<file path="src/rtl/adc_pkg.sv">
// Shared types and constants for the serial ADC scan controller.
package adc_pkg;

  localparam int unsigned NCH_ADC      = 8;
  localparam int unsigned NBITS_ADC    = 12;
  localparam int unsigned FRAME_BITS   = 16;
  localparam int unsigned ADDR_MSB_BIT = 2;

  typedef enum logic [1:0] {IDLE, SETUP, SHIFT, HOLD} adc_state_t;

  typedef logic [NBITS_ADC-1:0] adc_word_t;

  // Lowest enabled channel strictly after cur, wrapping; a lone bit at cur selects cur again.
  function automatic logic [2:0] next_channel(input logic [2:0]         cur,
                                              input logic [NCH_ADC-1:0] mask);
    logic [2:0] c;
    next_channel = cur;
    for (int i = NCH_ADC; i >= 1; i--) begin
      c = cur + 3'(i);
      if (mask[c]) next_channel = c;
    end
  endfunction

endpackage

</file>
<file path="src/rtl/adc_sclk_tick.sv">
// Half-period divider: pulses tick_o every CLK_DIV cycles, held at zero while clear_i is high.
module adc_sclk_tick #(
  parameter int unsigned CLK_DIV = 8
) (
  input  logic clk_i,
  input  logic reset_i,
  input  logic clear_i,
  output logic tick_o
);

  localparam int unsigned CntW = $clog2(CLK_DIV);

  logic [CntW-1:0] cnt_q, cnt_d;

  assign tick_o = !clear_i && (cnt_q == CntW'(CLK_DIV - 1));

  always_comb begin
    cnt_d = cnt_q + 1'b1;
    if (clear_i || tick_o) cnt_d = '0;
  end

  always_ff @(posedge clk_i) begin
    if (reset_i) cnt_q <= '0;
    else         cnt_q <= cnt_d;
  end

endmodule

</file>
<file path="src/rtl/adc_scan_ctrl.sv">
// Round-robin scan controller for an 8-channel 12-bit serial ADC with a per-channel result bank.
module adc_scan_ctrl
  import adc_pkg::*;
#(
  parameter int unsigned CLK_DIV = 8,
  parameter int unsigned NCH     = 8
) (
  input  logic                 clk,
  input  logic                 reset,
  input  logic                 enable,
  input  logic [NCH-1:0]       ch_mask,
  output logic                 ADC_CS_N,
  output logic                 ADC_SCLK,
  output logic                 ADC_SADDR,
  input  logic                 ADC_SDAT,
  output logic [NBITS_ADC-1:0] sample,
  output logic [2:0]           sample_ch,
  output logic                 sample_valid,
  input  logic [2:0]           rd_ch,
  output logic [NBITS_ADC-1:0] rd_data,
  output logic                 busy
);

  adc_state_t state_q;
  logic [3:0] k_q;
  logic       phase_q;
  logic [2:0] next_ch_q, cur_ch_q, prev_ch_q;
  logic       first_q;
  adc_word_t  shreg_q;
  logic       cs_n_q, sclk_q, saddr_q;
  adc_word_t  sample_q;
  logic [2:0] sample_ch_q;
  logic       valid_q;
  adc_word_t  bank_q [NCH];

  logic       tick;
  logic [1:0] addr_idx;
  logic       addr_bit;

  adc_sclk_tick #(
    .CLK_DIV (CLK_DIV)
  ) u_tick (
    .clk_i   (clk),
    .reset_i (reset),
    .clear_i (state_q == IDLE),
    .tick_o  (tick)
  );

  // Bits k=2..4 carry the channel address MSB first; all other bits send zero.
  always_comb begin
    addr_idx = 2'(ADDR_MSB_BIT + 2) - k_q[1:0];
    addr_bit = 1'b0;
    if (k_q >= 4'(ADDR_MSB_BIT) && k_q <= 4'(ADDR_MSB_BIT + 2)) begin
      addr_bit = next_ch_q[addr_idx];
    end
  end

  always_ff @(posedge clk) begin
    if (reset) begin
      state_q     <= IDLE;
      k_q         <= '0;
      phase_q     <= 1'b0;
      next_ch_q   <= '0;
      cur_ch_q    <= 3'd7;
      prev_ch_q   <= '0;
      first_q     <= 1'b1;
      shreg_q     <= '0;
      cs_n_q      <= 1'b1;
      sclk_q      <= 1'b1;
      saddr_q     <= 1'b0;
      sample_q    <= '0;
      sample_ch_q <= '0;
      valid_q     <= 1'b0;
      for (int i = 0; i < NCH; i++) bank_q[i] <= '0;
    end else begin
      valid_q <= 1'b0;
      unique case (state_q)
        IDLE: begin
          if (enable && (|ch_mask)) begin
            next_ch_q <= next_channel(cur_ch_q, ch_mask);
            cs_n_q    <= 1'b0;
            state_q   <= SETUP;
          end else begin
            // Any idle gap breaks the address pipeline, so the next frame is a dummy.
            first_q <= 1'b1;
          end
        end
        SETUP: begin
          if (tick) begin
            k_q     <= '0;
            phase_q <= 1'b0;
            state_q <= SHIFT;
          end
        end
        SHIFT: begin
          if (tick) begin
            if (!phase_q) begin
              sclk_q  <= 1'b0;
              saddr_q <= addr_bit;
              phase_q <= 1'b1;
            end else begin
              // Leading zero bits fall off the top of the 12-bit shift register.
              sclk_q  <= 1'b1;
              shreg_q <= {shreg_q[NBITS_ADC-2:0], ADC_SDAT};
              phase_q <= 1'b0;
              if (k_q == 4'(FRAME_BITS - 1)) begin
                cs_n_q  <= 1'b1;
                saddr_q <= 1'b0;
                state_q <= HOLD;
              end else begin
                k_q <= k_q + 4'd1;
              end
            end
          end
        end
        HOLD: begin
          if (tick) begin
            if (!first_q) begin
              bank_q[prev_ch_q] <= shreg_q;
              sample_q          <= shreg_q;
              sample_ch_q       <= prev_ch_q;
              valid_q           <= 1'b1;
            end
            prev_ch_q <= next_ch_q;
            cur_ch_q  <= next_ch_q;
            first_q   <= 1'b0;
            state_q   <= IDLE;
          end
        end
        default: state_q <= IDLE;
      endcase
    end
  end

  assign ADC_CS_N     = cs_n_q;
  assign ADC_SCLK     = sclk_q;
  assign ADC_SADDR    = saddr_q;
  assign sample       = sample_q;
  assign sample_ch    = sample_ch_q;
  assign sample_valid = valid_q;
  assign rd_data      = bank_q[rd_ch];
  assign busy         = (state_q != IDLE);

endmodule

</file>
<file path="config.mk">
export PLATFORM = sky130hd
export DESIGN_NAME = adc_scan_ctrl
export DESIGN_NICKNAME = d
export VERILOG_FILES = /design/src/rtl/adc_pkg.sv /design/src/rtl/adc_sclk_tick.sv /design/src/rtl/adc_scan_ctrl.sv
export SDC_FILE = /design/constraint.sdc
export NUM_CORES = 1
export LEC_CHECK = 0
export ABC_AREA = 0
export ABC_CLOCK_PERIOD_IN_PS = 5950
export CAP_MARGIN = 5
export CORE_MARGIN = 2
export CORE_UTILIZATION = 45
export CTS_BUF_LIST = sky130_fd_sc_hd__clkbuf_8 sky130_fd_sc_hd__clkbuf_16
export DETAILED_ROUTE_END_ITERATION = 10
export GPL_TIMING_DRIVEN = 1
export PLACE_DENSITY = 0.66
export SLEW_MARGIN = 20
export SYNTH_ARGS = -nofsm -noshare
export SYNTH_HDL_FRONTEND = slang
export SYNTH_SLANG_ARGS = --single-unit
</file>
<file path="constraint.sdc">
create_clock -name clk -period 5.95 [get_ports clk]
set_input_delay 0.8925 -clock clk [delete_from_list [all_inputs] [get_ports clk]]
set_output_delay 0.8925 -clock clk [all_outputs]
set_load 0.05 [all_outputs]
</file>
== Word level (Yosys, flattened, before mapping) ==
Memories as Yosys holds them, arrays and structs flattened.
Index checks and enable logic that the tools add are counted.
Storage, ports and cells
  register bits: 51
  bits in latches: 0
  memory bits (writable): 96
  bits in read-only memories: 0
  logic and storage cells: 135
  memories kept: 1
Cells by class
  add/subtract/negate cells: 10
  $mul: 0
  div/mod/pow operators: 0
  order comparisons: 10
  equal/unequal tests: 14
  shift operators: 0
  mux-type cells: 60
  bitwise operators: 1
  reduce and logical (&&, ||, !) cells: 24
Memories
  bank_q: words 8, bits a word 12, rd ports 1, clocked after memory_dff 0, wr ports 8, RTL line adc_scan_ctrl.sv:34  | adc_word_t bank_q [NCH];
Operator list (number)
  less-than comparator 3 x 4 -> 1 bit, second input constant: 7
  two-way mux 1 bit: 28
  two-way mux 3 bit: 8
  binary-select mux 1 bit (select 3 bit): 7
  two-way mux 4 bit: 4
  AND reduction 3 bit: 5
  adder 3 bit, second input constant: 4
  two-way mux 12 bit: 1
  two-way mux 2 bit: 6
  OR reduction 12 bit: 1
  inequality test 2 bit, second input constant: 5
  AND reduction 5 bit: 2
  inequality test 2 x 1 -> 1 bit, second input constant: 4
  one-hot mux 2 bit (4 select lines): 1
  one-hot mux 4 bit (2 select lines): 1
  nonzero test 2 bit: 4
  OR reduction 8 bit: 1
  adder 3 x 1 -> 3 bit, second input constant: 2
  adder 3 x 2 -> 3 bit, second input constant: 2
  one-hot mux 1 bit (2 select lines): 3
  AND reduction 2 bit: 3
  AND reduction 6 bit: 1
  adder 4 x 1 -> 4 bit, second input constant: 1
  equality test 2 bit, second input constant: 2
  14 further kinds: 16

== Depth between registers and ports, before layout ==
Gate-level depths: netlist of run 1.
  word-level depth: 10
  depth in mapped cells: 11

== Cells and area by module ==
Synthesis of run 1 repeated with hierarchy kept, for this count alone.
Unflattened totals
  cells, all modules: 608
  area, all modules: 7103.1 um2
Modules (own cells, without submodules)
  adc_scan_ctrl: instances 1, cells each 599, area each 6988.0 um2, sequential area each 3843.7 um2
  adc_sclk_tick: instances 1, cells each 9, area each 115.1 um2, sequential area each 60.1 um2

== Worst setup path after synthesis of run 1 ==
Ideal clock, no wire load.
  kind: input port to output port
  start point: input rd_ch[0]
  end point: output rd_data[0]
  arrival: 2.426 ns
  required time: 5.058 ns
  slack: 2.632 ns
  stages: 4
  path buffers: 2
  cell sequence: clkbuf_1 -> buf_2 -> mux4_2 -> mux2_2
On the way
  word-level cells in the longest chain between the ends: 1
Ends and longest elaborated chain
  start: declaration: RTL line adc_scan_ctrl.sv:19  | input logic [2:0] rd_ch,
  memory (8 x 12 bit)
  end: declaration: RTL line adc_scan_ctrl.sv:20  | output logic [NBITS_ADC-1:0] rd_data,
Every way passes these cells.

== Final worst setup path of run 1 ==
  start point: input rd_ch[0]
  end point: output rd_data[4]
The elaborated chain is that of the path after synthesis.

==> impl_metrics.tcl, run 1 <==
set metrics [dict create \
    crit_type "in2out" \
    final.setup.tns_ns 0 \
    path_buf_inv 3 \
    holdWs_ns 0.433 \
    drtAntennaViolNets 0 \
    holdCritPathClass "reg2reg" \
    clock-root-buffer "clkbuf_16" \
    clock_skew_ns 0.0151 \
    cts_resized 0 \
    synthTopCellsByArea "edfxtp_1 40%, dfxtp_1 14%, mux4_2 8.8%" \
    die_y_um 130 \
    worst_setup_path_end_kind "primary output" \
    cp_slowest_cell "clkdlybuf4s50_1" \
    crit_top_cell "clkdlybuf4s50_1" \
    drtPass1Iterations 6 \
    yosys.area.top_type_share_pct 40.4 \
    post-route-min-period_ns 4.21 \
    fp.coreArea_sq_um 15700 \
    synth_top_flop_cell "edfxtp_1" \
    cts_tree "built" \
    synth_top_family_by_area "simple AND/OR/NAND/NOR gates" \
    row_count 46 \
    worst_slack_ns 1.74 \
    post-place-ws_ns 1.51 \
    powerDensity_nw_per_um2 295 \
    routabilityCongestion 0.808 \
    synth_compound_area_share_pct 6.86 \
    relSlewSlack_pct 31.5 \
    wl_met1_mm 7.05 \
    drtIter0Drc 406 \
    ff_latch_area_sq_um 3900 \
    async_reset_ff_share_pct 0 \
    port_buffers 46 \
    syn_nets 637 \
    post-route-util_pct 52.9 \
    setup_viol 0 \
    die_area_sq_um 16900 \
    clkTransAtPathRegs_ns 0.06 \
    path_cells "clkdlybuf4s50_1 -> buf_4 -> mux4_2 -> mux2_2 -> clkdlybuf4s50_1" \
    grt_first_pass_wirelength_mm 24.5 \
    seq_area_frac_synth_pct 54.8 \
    wl_met3_um 649 \
    insertion_delay_ns 0.42 \
    synth_xor_area_share_pct 0.737 \
    crit_family "buffers and inverters" \
    max_cap_viol_count 0 \
    crit_fanout 24 \
    routed_wl_mm 15.8 \
    synth.avg_cell_area_sq_um 11.6 \
    fin_area_sq_um 8280 \
    grt_max_degree 40 \
    die_w_um 130 \
    outcome "complete, no violations" \
    vias 4696 \
    avgViaCountPerCell 5.42 \
    ys_ff_latch 147 \
    synthCells 612 \
    grt_pass1_vias 4529 \
    synthAdderAreaFrac_pct 1.76 \
    yosys_warnings 0 \
    worstMarginPinSlew_ns 1.02 \
    wl_met2_mm 7.75 \
    multi_input_area_sq_um 2990 \
    io_pins 47 \
    arrival_ns 3.32 \
    synth_cell_type_count 49 \
    fillers 1365 \
    synth_simple_gate_area_share_pct 18.2 \
    holdBufCountCts 0 \
    numClockSinks 147 \
    yosysMostFrequentCell "and2_1" \
    cts-buffers-inserted 17 \
    htree_levels 4 \
    dpl_cell_area_sq_um 7710 \
    slew_violations 0 \
    rsz0062_at_grt "false" \
    antenna_found_initial 0 \
    drc 0 \
    synth_edf_count 96 \
    post_cts_buffers 0 \
    area_growth_syn_to_layout_pct 16.2 \
    synth_area_leader_cell "edfxtp_1" \
    cts_max_path_buffers 2 \
    synth_common_cells "100 x and2_1, 96 x edfxtp_1, 77 x nand2_1" \
    max-vdd-ir-drop_mv 0.200 \
    antennaDiodeCount 0 \
    hpwl_mm 10.5 \
    grt_usage_pct 19.4 \
    hold_violations 0 \
    cp-start-kind "input port" \
    syn_area_sq_um 7130 \
    muxShareOfSynthArea_pct 14.4 \
    max_freq_ghz 0.238 \
    wire_per_inst_um 18.2 \
    p_leak_uw 0.00303 \
    finalCritPeriodShare_pct 70.7 \
    grt_overflow_total 0 \
    nets 663 \
    topRoutingLayerUsed "met4" \
    drive_gt1_share_pct 15.5 \
    required_ns 5.06 \
    crit_path_max_incr_delay_ns 0.70 \
    start_util_pct 45.5 \
]
[kinds of logic after synthesis]
group                      Yosys count
DFF                                147
adders and majority gates           10
xor gates and xnor gates             6
AOI/OAI and AO/OA                   82
and+or+nand+nor                    248
muxes                               62
buffers and inverters               57
[cell usage in the layout (no fill, tap or decap), types with 5 or more instances in the layout]
cell type,n
buf_4,6
or2_2,10
edfxtp_1,96
inv_6,5
nor3_1,5
mux2_2,19
nand2_1,77
mux4_2,28
clkdlybuf4s50_1,44
a21oi_1,46
nor2_1,24
inv_1,13
dfxtp_1,51
nand3_1,8
clkbuf_16,17
ha_1,10
mux2i_1,13
and2_1,100
o21ai_0,10
[stage by stage]
stage,total power [uW],cells
floorplan,1350,612
global placement,1430,835
detailed placement,1430,835
CTS,2460,867
global route,2520,867
finish,2450,867
[worst paths after layout]
check	from	slack (ns)	to	depth (start not counted)
worst max-delay path	rd_ch[0]	1.74	rd_data[4]	5
worst min-delay path	u_tick.cnt_q[0]$_SDFF_PP0_	0.43	u_tick.cnt_q[0]$_SDFF_PP0_	1
worst max register to register	state_q[0]$_SDFFE_PP0P_	1.78	bank_q[6][6]$_SDFFCE_PN0P_	8
worst min register to register	u_tick.cnt_q[0]$_SDFF_PP0_	0.43	u_tick.cnt_q[0]$_SDFF_PP0_	1
[power breakdown]
group          internal, uW  switching [uW]  leakage [uW]
combinational           106             168       0.00135
clock                   588             446      0.000274
sequential             1120            18.6       0.00141
total                  1810             633       0.00303
[routing by layer]
| layer | global-route usage [%] | vias up |
|---|---|---|
| li1 | - | 2236 |
| met1 | 26.2 | 2296 |
| met2 | 32.2 | 138 |
| met3 | 2.46 | 26 |
| met4 | 7.34 | 0 |
| met5 | 0 | - |
[state kept, by name (all words and copies together) (netlist names)]
register      cells
ADC_CS_N          1
ADC_SADDR         1
ADC_SCLK          1
bank_q           96
cur_ch_q          3
first_q           1
k_q               4
next_ch_q         3
phase_q           1
prev_ch_q         3
sample           12
sample_ch         3
sample_valid      1
shreg_q          12
state_q           2
u_tick.cnt_q      3
[area by class of cell]
cell class	count	share of cell area, %
clock buffer	17	5.14
tap	216	3.26
clock inverter	15	1.78
sequential	147	47.1
timing repair buffer	52	5.98
inverter	12	0.544
multi-input combinational	408	36.2
[worst reg2reg max path: stages, from the launching register on]
cell and delay (ns):
dfxtp_1 0.39, inv_1 0.09, ha_1 0.30, nor2b_1 0.51, nand2_2 0.23, nor2_1 0.82
nand2_1 0.32, nor2_1 0.71, or2_2 0.47
Power figures use the tool's default switching activity.
==> run 2, diff against run 1 <==
--- a/config.mk
+++ b/config.mk
@@ -6,14 +6,14 @@
 export NUM_CORES = 1
 export LEC_CHECK = 0
 export ABC_AREA = 0
-export ABC_CLOCK_PERIOD_IN_PS = 5950
+export ABC_CLOCK_PERIOD_IN_PS = 3690
 export CAP_MARGIN = 5
 export CORE_MARGIN = 2
 export CORE_UTILIZATION = 45
 export CTS_BUF_LIST = sky130_fd_sc_hd__clkbuf_8 sky130_fd_sc_hd__clkbuf_16
 export DETAILED_ROUTE_END_ITERATION = 10
 export GPL_TIMING_DRIVEN = 1
-export PLACE_DENSITY = 0.66
+export PLACE_DENSITY = 0.69
 export SLEW_MARGIN = 20
 export SYNTH_ARGS = -nofsm -noshare
 export SYNTH_HDL_FRONTEND = slang
==> constraint.sdc (replaced) <==
create_clock -name clk -period 3.69 [get_ports clk]
set_input_delay 0.5535 -clock clk [delete_from_list [all_inputs] [get_ports clk]]
set_output_delay 0.5535 -clock clk [all_outputs]
set_load 0.05 [all_outputs]
==> run 2 against run 1 <==
Effect of this change:
- setup slack got worse by 1.1 ns
- total power rose by 62%
- routed wire length increased by 1.4%
- combinational power up 59%
- final area rose by 0.62%
- utilization up 0.33 points
- largest cell class unchanged
- hold slack better by 0.010 ns
- largest power group unchanged
- non-clock buffer count increased by 9
- first-iteration DRC count grew 0.25%
- final cell count is 1.0% higher
- register-to-register slack lost 0.97 ns
- via count rose by 0.94%
- highest routed layer unchanged
==> impl_metrics.tcl, run 2 (synthesized netlist as in run 1, its figures left out) <==
set metrics [dict create \
    drtPass1Iterations 5 \
    drtAntennaViolNets 0 \
    cts_tree "built" \
    crit_fanout 24 \
    die_area_sq_um 16900 \
    sw_frac_of_total_pct 25.2 \
    antenna_found_initial 0 \
    max-vdd-ir-drop_mv 0.404 \
    antennaDiodeCount 0 \
    worst_setup_path_end_kind "primary output" \
    port_buffers 46 \
    setup_viol 0 \
    max_freq_ghz 0.331 \
    grt_usage_pct 20.4 \
    fillers 1354 \
    ff_latch_area_sq_um 3900 \
    io_pins 47 \
    dpl.cell_count 844 \
    holdCritPathClass "reg2reg" \
    post-route-min-period_ns 3.02 \
    grt_max_degree 49 \
    min_path_cells 1 \
    relSlewSlack_pct 60.3 \
    htree_levels 4 \
    clkTransAtPathRegs_ns 0.06 \
    routabilityCongestion 0.850 \
    powerDensity_nw_per_um2 477 \
    grt_overflow_total 0 \
    die_w_um 130 \
    grt_first_pass_wirelength_mm 25.7 \
    clock_skew_ns 0.0121 \
    combinationalPowerShare_pct 11.0 \
    drc 0 \
    wire_per_inst_um 18.3 \
    hpwl_mm 11.1 \
    cts_resized 0 \
    rr_worst_depth 11 \
    crit_type "in2out" \
    cts_max_path_buffers 2 \
    cp-start-kind "input port" \
    fin_cells 876 \
    largest-register "bank_q" \
    insertion_delay_ns 0.43 \
    nets 672 \
    avgViaCountPerCell 5.41 \
    reg2reg_slack_ns 0.81 \
    die_y_um 130 \
    final.setup.tns_ns 0 \
    rsz0062_at_grt "false" \
    drive_gt1_share_pct 18.2 \
    internal_power_uw 2970 \
    final_cell_mix "100 x and2_1, 96 x edfxtp_1, 77 x nand2_1, 51 x dfxtp_1, 46 x a21oi_1" \
    p_switching_uw 1000 \
    seq_power_share_pct 46.2 \
    hold_violations 0 \
    outcome "complete, no violations" \
    post_cts_buffers 0 \
    row_count 46 \
    final_common_cell "and2_1" \
    routed_wl_mm 16.0 \
    numClockSinks 147 \
    grt_pass1_vias 4830 \
    finalCritPeriodShare_pct 81.9 \
    worstMarginPinSlew_ns 0.594 \
    arrival_ns 2.47 \
    max_cap_viol_count 0 \
    p_leak_uw 0.00309 \
    pwr-share-clk_pct 42.9 \
    fp.coreArea_sq_um 15700 \
    largest_reg_flops 96 \
    required_ns 3.14 \
    cts-buffers-inserted 17 \
    clock-root-buffer "clkbuf_16" \
    holdBufCountCts 0 \
    multi_input_area_sq_um 2990 \
    vias 4740 \
    area_growth_syn_to_layout_pct 16.9 \
    slew_violations 0 \
    start_util_pct 45.5 \
    drtIter0Drc 407 \
]
## run 2: cell type report
cell class,instances,area share [%]
Sequential cell,147,46.8
Multi-Input combinational cell,408,35.9
Timing Repair Buffer,61,6.46
Clock buffer,17,5.11
Clock inverter,15,1.88
Inverter,12,0.541
Tap cell,216,3.24
## run 2: routing by layer
layer,routed length (um),track usage [%],up-vias
li1,-,-,2258
met5,0,0,-
met4,310,7.53,0
met3,707,5.37,25
met2,8130,34.2,127
met1,6840,25.5,2330
## run 2: worst paths after layout
check                                                 from                    endpoint
worst min-delay path            u_tick.cnt_q[0]$_SDFF_PP0_  u_tick.cnt_q[0]$_SDFF_PP0_
worst max-delay path                              rd_ch[0]                  rd_data[5]
worst min register to register  u_tick.cnt_q[0]$_SDFF_PP0_  u_tick.cnt_q[0]$_SDFF_PP0_
worst max register to register     state_q[0]$_SDFFE_PP0P_  bank_q[4][4]$_SDFFCE_PN0P_
## run 2: metrics by stage
step / worst slack, ns / instance area (sq um) / total power [uW] / hold WS [ns] / util [%]
5_1_grt: 0.568 / 8330 / 4100 / 0.461 / 53.2
2_1_floorplan: 0.965 / 7130 / 2170 / 0.408 / -
6_report: 0.669 / 8330 / 3970 / 0.443 / 53.2
4_1_cts: 0.632 / 8330 / 4000 / 0.448 / 53.2
3_3_place_gp: 0.654 / 7750 / 2290 / 0.419 / 49.5
3_5_place_dp: 0.638 / 7750 / 2310 / 0.434 / 49.5
## run 2: power groups by stage
stage               combinational [uW]  clock [uW]  sequential, uW
CTS                                440        1720            1840
floorplan                          306           0            1870
detailed placement                 438           0            1870
global route                       479        1790            1840
global placement                   425           0            1870
finish                             435        1700            1840
## run 2: critical path, cell delays in order
cell and delay (ns):
clkdlybuf4s50_1 0.45, buf_4 0.40, mux4_2 0.56, mux2_2 0.30, buf_4 0.20
==> run 3, diff against run 2 <==
--- a/config.mk
+++ b/config.mk
@@ -6,14 +6,14 @@
 export NUM_CORES = 1
 export LEC_CHECK = 0
 export ABC_AREA = 0
-export ABC_CLOCK_PERIOD_IN_PS = 3690
+export ABC_CLOCK_PERIOD_IN_PS = 2900
 export CAP_MARGIN = 5
 export CORE_MARGIN = 2
 export CORE_UTILIZATION = 45
 export CTS_BUF_LIST = sky130_fd_sc_hd__clkbuf_8 sky130_fd_sc_hd__clkbuf_16
 export DETAILED_ROUTE_END_ITERATION = 10
 export GPL_TIMING_DRIVEN = 1
-export PLACE_DENSITY = 0.69
+export PLACE_DENSITY = 0.66
 export SLEW_MARGIN = 20
 export SYNTH_ARGS = -nofsm -noshare
 export SYNTH_HDL_FRONTEND = slang
==> constraint.sdc (replaced) <==
create_clock -name clk -period 2.9 [get_ports clk]
set_input_delay 0.435 -clock clk [delete_from_list [all_inputs] [get_ports clk]]
set_output_delay 0.435 -clock clk [all_outputs]
set_load 0.05 [all_outputs]
==> run 3 against run 2 <==
Effect of this change:
- global-route usage is 0.58 points lower
- sequential share of layout area is 0.20 points lower
- largest power group unchanged
- final area is 0.44% higher
- die area unchanged
- highest routed layer unchanged
- routed wire length is 0.26% lower
- total power rose by 25%
- combinational power increased by 31%
- largest cell class unchanged
==> impl_metrics.tcl, run 3 (synthesized netlist as in run 1, its figures left out) <==
set metrics [dict create \
    final_cell_mix "100 x and2_1, 96 x edfxtp_1, 77 x nand2_1, 51 x dfxtp_1, 46 x a21oi_1" \
    largest-register "bank_q" \
    wl_met2_mm 8.05 \
    grt_max_degree 32 \
    die_y_um 130 \
    grt_overflow_total 0 \
    antennaDiodeCount 0 \
    numClockSinks 147 \
    clkTransAtPathRegs_ns 0.06 \
    sw_frac_of_total_pct 25.8 \
    arrival_ns 2.22 \
    worst_slack_ns 0.248 \
    internal_power_uw 3690 \
    post-route-min-period_ns 2.65 \
    outcome "complete, no violations" \
    final_common_cell "and2_1" \
    cp-start-kind "input port" \
    post_cts_buffers 0 \
    die_w_um 130 \
    grt_usage_pct 19.8 \
    clock-root-buffer "clkbuf_16" \
    max_freq_ghz 0.377 \
    required_ns 2.47 \
    vias 4713 \
    cts_resized 0 \
    die_area_sq_um 16900 \
    row_count 46 \
    grt_pass1_vias 4705 \
    antenna_found_initial 0 \
    crit_fanout 24 \
    insertion_delay_ns 0.42 \
    hold_violations 0 \
    drtIter0Drc 326 \
    p_leak_uw 0.00313 \
    routabilityCongestion 0.818 \
    drive_gt1_share_pct 19.0 \
    p_switching_uw 1280 \
    post-route-util_pct 53.5 \
    routed_wl_mm 15.9 \
    holdCritPathClass "reg2reg" \
    powerDensity_nw_per_um2 594 \
    max_cap_viol_count 0 \
    holdBufCountCts 0 \
    final.setup.tns_ns 0 \
    rsz0062_at_grt "false" \
    hpwl_mm 10.8 \
    area_growth_syn_to_layout_pct 17.4 \
    wire_per_inst_um 18.1 \
    htree_levels 4 \
    worstMarginPinSlew_ns 0.597 \
    worst_setup_path_end_kind "primary output" \
    largest_reg_flops 96 \
    drc 0 \
    max-vdd-ir-drop_mv 0.357 \
    port_buffers 46 \
    avgViaCountPerCell 5.36 \
    io_pins 47 \
    cts-buffers-inserted 17 \
    fp.coreArea_sq_um 15700 \
    setup_viol 0 \
    finalCritPeriodShare_pct 91.4 \
    pwr-share-clk_pct 41.6 \
    drtPass1Iterations 5 \
    slew_violations 0 \
    combinationalPowerShare_pct 11.5 \
    drtAntennaViolNets 0 \
    relSlewSlack_pct 60.1 \
    fillers 1367 \
    wl_met3_um 688 \
    cts_tree "built" \
    holdWs_ns 0.438 \
    crit_type "in2out" \
    start_util_pct 45.5 \
    seq_power_share_pct 46.9 \
    wl_met1_mm 6.99 \
    grt_first_pass_wirelength_mm 25.1 \
    post-place-ws_ns 0.224 \
    cts_max_path_buffers 2 \
    nets 676 \
    topRoutingLayerUsed "met4" \
    clock_skew_ns 0.00856 \
]
-- run 3: final timing paths --
kind                            cells past startpoint                  startpoint                    endpoint  slack (ns)
worst min-delay path                                1  u_tick.cnt_q[0]$_SDFF_PP0_  u_tick.cnt_q[0]$_SDFF_PP0_        0.44
worst max-delay path                                5                    rd_ch[0]                  rd_data[4]        0.25
worst min register to register                      1  u_tick.cnt_q[0]$_SDFF_PP0_  u_tick.cnt_q[0]$_SDFF_PP0_        0.44
worst max register to register                      7     state_q[0]$_SDFFE_PP0P_  bank_q[1][7]$_SDFFCE_PN0P_        0.27
-- run 3: layout make-up --
type,count,area [sq um],share of cell area (%)
clock inverters,14,113,1.35
multi-input cells,408,2990,35.8
clock buffers,18,450,5.38
well taps,216,270,3.23
inverters,12,45.0,0.538
repair buffers,65,593,7.09
flip-flops and latches,147,3900,46.6
-- run 3: power by group through the flow --
stage,Sequential (uW),Combinational [uW],Clock (uW)
6_report,2330,569,2070
5_1_grt,2340,617,2200
3_5_place_dp,2380,571,0
4_1_cts,2330,573,2100
2_1_floorplan,2380,389,0
3_3_place_gp,2370,562,0
-- run 3: routing by layer --
metal  GRT usage, %  up-vias
met2           33.6      118
met5              0        -
met4           6.26        0
met3           4.22       18
met1           25.6     2310
li1               -     2267
-- run 3: critical path: stages --
cell and delay [ns]:
clkdlybuf4s50_1 0.51, buf_12 0.24, mux4_2 0.53, mux2_2 0.30, buf_4 0.20
-- run 3: through the flow --
| step | instance area, sq um | cells | total power, uW |
|---|---|---|---|
| final | 8370 | 880 | 4970 |
| after detailed placement | 7810 | 848 | 2950 |
| after global routing | 8370 | 880 | 5150 |
| after CTS | 8370 | 880 | 5010 |
| after global placement | 7810 | 848 | 2940 |
| after floorplan | 7130 | 612 | 2770 |
